==> src/rtl/codificador_hamming.sv <==
// Transmit side of the SECDED link: encodes a 4-bit nibble into an 8-bit
// extended-Hamming codeword, holds it on a parallel port and shifts it out
// LSB first inside a start/stop frame.
module codificador_hamming #(
    parameter int unsigned CICLOS_POR_BIT = 1,
    parameter int unsigned ANCHO_CONTADOR = 8
) (
    input  logic                      reloj,
    input  logic                      reset,
    input  logic [3:0]                dato,
    input  logic                      dato_valido,
    output logic                      listo,
    output logic [7:0]                palabra,
    output logic                      palabra_valida,
    output logic                      tx_serie,
    output logic                      tx_activo,
    output logic [ANCHO_CONTADOR-1:0] cuenta_palabras
);

    localparam int unsigned BAUD_W    = (CICLOS_POR_BIT > 1) ? $clog2(CICLOS_POR_BIT) : 1;
    localparam int unsigned IDX_W     = 4;
    localparam int unsigned ULTIMO_BIT = 9;
    localparam int unsigned BIT_PARADA = 9;

    typedef enum logic [0:0] {
        REPOSO = 1'b0,
        ENVIA  = 1'b1
    } estado_t;

    estado_t                   estado_q, estado_d;
    logic                      listo_q, listo_d;
    logic [7:0]                palabra_q, palabra_d;
    logic                      valida_q, valida_d;
    logic                      tx_q, tx_d;
    logic                      activo_q, activo_d;
    logic [ANCHO_CONTADOR-1:0] cuenta_q, cuenta_d;
    logic [7:0]                despl_q, despl_d;
    logic [IDX_W-1:0]          idx_q, idx_d;
    logic [BAUD_W-1:0]         baud_q, baud_d;
    logic [7:0]                codigo;

    // Codeword: data on positions 3,5,6,7; Hamming checks on 1,2,4; overall parity on 0.
    function automatic logic [7:0] codifica(input logic [3:0] d);
        logic [7:0] w;
        w    = '0;
        w[3] = d[0];
        w[5] = d[1];
        w[6] = d[2];
        w[7] = d[3];
        w[1] = w[3] ^ w[5] ^ w[7];
        w[2] = w[3] ^ w[6] ^ w[7];
        w[4] = w[5] ^ w[6] ^ w[7];
        w[0] = ^w[7:1];
        return w;
    endfunction

    assign codigo = codifica(dato);

    // State and output registers with synchronous reset.
    always_ff @(posedge reloj) begin
        if (reset) begin
            estado_q <= REPOSO;
            listo_q  <= 1'b1;
            palabra_q <= 8'h00;
            valida_q <= 1'b0;
            tx_q     <= 1'b1;
            activo_q <= 1'b0;
            cuenta_q <= '0;
            despl_q  <= 8'h00;
            idx_q    <= '0;
            baud_q   <= '0;
        end else begin
            estado_q <= estado_d;
            listo_q  <= listo_d;
            palabra_q <= palabra_d;
            valida_q <= valida_d;
            tx_q     <= tx_d;
            activo_q <= activo_d;
            cuenta_q <= cuenta_d;
            despl_q  <= despl_d;
            idx_q    <= idx_d;
            baud_q   <= baud_d;
        end
    end

    // Next-state logic: accept in REPOSO, then walk the 10-bit frame in ENVIA.
    always_comb begin
        estado_d  = estado_q;
        listo_d   = listo_q;
        palabra_d = palabra_q;
        valida_d  = 1'b0;
        tx_d      = tx_q;
        activo_d  = activo_q;
        cuenta_d  = cuenta_q;
        despl_d   = despl_q;
        idx_d     = idx_q;
        baud_d    = baud_q;

        case (estado_q)
            REPOSO: begin
                listo_d  = 1'b1;
                tx_d     = 1'b1;
                activo_d = 1'b0;
                if (dato_valido && listo_q) begin
                    palabra_d = codigo;
                    despl_d   = codigo;
                    valida_d  = 1'b1;
                    cuenta_d  = cuenta_q + ANCHO_CONTADOR'(1);
                    idx_d     = '0;
                    baud_d    = '0;
                    tx_d      = 1'b0;
                    activo_d  = 1'b1;
                    listo_d   = 1'b0;
                    estado_d  = ENVIA;
                end
            end
            ENVIA: begin
                if (baud_q == BAUD_W'(CICLOS_POR_BIT - 1)) begin
                    baud_d = '0;
                    if (idx_q == IDX_W'(ULTIMO_BIT)) begin
                        estado_d = REPOSO;
                        listo_d  = 1'b1;
                        activo_d = 1'b0;
                        tx_d     = 1'b1;
                    end else begin
                        idx_d = idx_q + IDX_W'(1);
                        if (idx_q == IDX_W'(BIT_PARADA - 1)) begin
                            tx_d = 1'b1;
                        end else begin
                            tx_d    = despl_q[0];
                            despl_d = {1'b0, despl_q[7:1]};
                        end
                    end
                end else begin
                    baud_d = baud_q + BAUD_W'(1);
                end
            end
            default: begin
                estado_d = REPOSO;
            end
        endcase
    end

    assign listo           = listo_q;
    assign palabra         = palabra_q;
    assign palabra_valida  = valida_q;
    assign tx_serie        = tx_q;
    assign tx_activo       = activo_q;
    assign cuenta_palabras = cuenta_q;

endmodule

==> config.mk <==
export PLATFORM = sky130hd
export DESIGN_NAME = codificador_hamming
export DESIGN_NICKNAME = d
export VERILOG_FILES = /design/src/rtl/codificador_hamming.sv
export SDC_FILE = /design/constraint.sdc
export NUM_CORES = 1
export LEC_CHECK = 0
export ABC_CLOCK_PERIOD_IN_PS = 1700
export CAP_MARGIN = 0
export CORE_AREA = 2 2 62 46
export DETAILED_ROUTE_END_ITERATION = 10
export DIE_AREA = 0 0 64 48
export DONT_BUFFER_PORTS = 1
export GPL_TIMING_DRIVEN = 0
export PLACE_DENSITY_LB_ADDON = 0.12
export SKIP_CTS_REPAIR_TIMING = 1
export SLEW_MARGIN = 20
export SYNTH_ARGS = -nofsm -noshare
export SYNTH_HDL_FRONTEND = slang
export SYNTH_SLANG_ARGS = --single-unit
==> constraint.sdc <==
create_clock -name reloj -period 1.7 [get_ports reloj]
set_clock_uncertainty 0.1 [all_clocks]
set_input_delay 0.34 -clock reloj [delete_from_list [all_inputs] [get_ports reloj]]
set_output_delay 0.34 -clock reloj [all_outputs]
set_load 0.01 [all_outputs]
==> run_results.csv <==
group,metric,value,unit
global_routing,grt-ovfl-total,0,
worst_setup_path,path_buf_inv,0,
min_path,min_path_type,"in -> reg",
synth,synth_xor_area_frac,0.0911,
finish,syn2layout_area_growth,7.10,%
placement,port-buffer-count,0,
sta,hold_violations,0,
finish,drive_above_1_share,0.0970,
synth,synth_compound_area_frac,0.148,
synth,synth_top_family_by_area,"simple AND/OR/NAND/NOR gates",
die,die_area,3070,sq um
global_routing,grt_max_degree,11,
worst_setup_path,crit_type,"reg -> reg",
global_routing,grt_pass1_vias,1037,
sta,slew_headroom,0.705,
worst_setup_path,worstSetupStartpointType,"register",
routing,routed_wl,3020,um
synth,avgSynthCellArea,9.04,sq um
clocking,path_clk_slew,90,ps
synth,synth.area.mux_share,0.0280,
worst_setup_path,path_cells,"ha_1 -> nor2_1 -> o21ai_1 -> nand2_2 -> o211a_1",
global_routing,antenna_found_initial,0,
global_routing,track_usage,0.216,
routing,avgViaCountPerCell,5.67,
synth,synthesis.nets,169,
sta,setup_viol,0,
power_and_ir_drop,total_power,1550,uW
finish,nets,176,
placement,gp_congestion,0.806,
die,start_util,0.590,
worst_setup_path,cp_top_family,"compound AO/OA/AOI/OAI gates",
synth,ys_seq_area_frac,0.463,
sta,worst_slew_pin_slew,442,ps
sta,fin_crit,1580,ps
synth,yosysUniqueCellTypes,28,
worst_setup_path,required,1840,ps
routing,wl_per_cell,15.2,um
synth,netlist_area,1430,sq um
worst_setup_path,worstPathMaxFanout,7,
routing,drt-initial-drc-count,69,
clocking,cts_tree,"built",
finish,fillCellCount,216,
die,die_h,48,um
sta,max_freq,633,MHz
routing,drtPass1Iterations,4,
power_and_ir_drop,powerDensity,1020,nW/um^2
die,core,2420,sq um
power_and_ir_drop,leakage,0.000616,uW
die,rows,15,
global_routing,grt_pass1_wl,4810,um
placement,dpl.hpwl,2220,um
finish,final_common_cell,"dfxtp_1",
power_and_ir_drop,peakVddDrop,0.507,mV
clocking,htree_levels,2,
worst_setup_path,crit_path_max_incr_delay,420,ps
finish,antennaDiodeCount,0,
sta,post-route-period-util,0.929,
finish,mostFrequentLayoutCells,"33 x dfxtp_1, 22 x nand2_1, 12 x nor2_1, 12 x a21oi_1",
routing,ant_nets,0,
routing,drc,0,
run,maxCapViolCount,0,
die,fp.dieW,64,um
synth,netlist_instances,158,
routing,via_count,1129,
sta,setup_tns,0,ps
clocking,clockBufferDepth,2,
synth,synthSimpleGateAreaFrac,0.198,
sta,finalMaxSlewViolations,0,
synth,synth_warnings,0,
worst_setup_path,crit_arrival,1720,ps
outcome,status,"complete, no violations",
synth,synthAdderAreaFrac,0.0351,
clocking,insertion_delay,330,ps
clocking,clockRootBuffer,"clkbuf_4",
sta,grt_setup_unrepaired,"false",
die,io_pins,27,
worst_setup_path,cp-end-kind,"register",
synth,synth-seq-cells,33,
clocking,cts_buffers,5,
clocking,clock_sinks,33,
worst_setup_path,critPathSlowestCell,"dfxtp_1",
synth_stat cells:
master	number	share of area
o21a_1	1	0.0053
nand2_1	23	0.060
a21oi_1	12	0.042
o31ai_1	3	0.016
nand3b_1	1	0.0053
xor2_2	1	0.011
o211a_1	4	0.028
and3_1	2	0.0088
nand3b_4	1	0.014
ha_1	4	0.035
o221ai_1	4	0.025
nand4_1	4	0.018
clkbuf_1	3	0.0079
buf_2	6	0.021
or3_1	1	0.0044
inv_1	3	0.0079
and2_1	4	0.018
a31oi_1	1	0.0044
mux2i_1	4	0.028
nand2b_1	1	0.0044
nor2_1	12	0.032
xor2_1	6	0.037
and3b_1	1	0.0061
dfxtp_1	33	0.46
o21ai_0	8	0.028
xnor2_1	7	0.043
nand3_1	4	0.014
nor3_1	4	0.014
metrics by stage:
| stage | hold slack [ps] | std cells | setup WS, ps | instance area, sq um | utilization |
|---|---|---|---|---|---|
| 2_1_floorplan | 348 | 158 | 299 | 1430 | - |
| 3_3_place_gp | 362 | 192 | 79.3 | 1470 | 0.607 |
| 3_5_place_dp | 367 | 192 | -47.9 | 1470 | 0.607 |
| 4_1_cts | 39.3 | 199 | -60.0 | 1530 | 0.630 |
| 5_1_grt | 40.6 | 199 | 7.82 | 1530 | 0.632 |
| 6_report | 36.5 | 199 | 120 | 1530 | 0.632 |
logic make-up (layout without fill, tap and decap cells):
family / Yosys count / in the layout
AOI/OAI and AO/OA: 33 / 33
xor gates and xnor gates: 14 / 14
adders and majority gates: 4 / 4
buffers and inverters: 12 / 19
DFF: 33 / 33
muxes: 4 / 4
and+or+nand+nor: 58 / 58
final timing paths:
path | slack, ps | cells after the start | start | endpoint
worst max-delay path | 120 | 5 | idx_q[0]$_SDFFE_PP0P_ | despl_q[0]$_SDFFE_PP0P_
worst min-delay path | 40 | 2 | dato[0] | palabra[3]$_SDFFE_PP0P_
worst max register to register | 120 | 5 | idx_q[0]$_SDFFE_PP0P_ | despl_q[0]$_SDFFE_PP0P_
worst min register to register | 380 | 2 | despl_q[7]$_SDFFE_PP0P_ | despl_q[7]$_SDFFE_PP0P_
layout make-up:
class                   instances  area [sq um]  area share
inverters                       3          11.3     0.00736
well taps                      34          42.5      0.0278
plain buffers                   9          41.3      0.0270
clock buffers                   7          55.1      0.0360
flip-flops and latches         33           661       0.432
multi-input cells             113           718       0.470
sequential cells by signal, indices dropped and copies added (netlist names):
register	count
despl_q	8
listo	1
palabra_valida	1
cuenta_palabras	8
idx_q	4
palabra	8
tx_activo	1
tx_serie	1
estado_q	1
report_power, final:
part	switching (uW)	total (uW)	internal [uW]
Combinational	134	228	94.8
Clock	244	439	195
Sequential	53.2	885	831
Total	431	1550	1120
layer usage:
layer	vias to the layer above	wire length, um	global-route usage
met5	-	0	0
met4	0	55	0.104
met3	7	170	0.0800
met2	26	1440	0.363
met1	538	1360	0.255
li1	558	-	-
No activity file was read; power rests on OpenSTA's default activity.
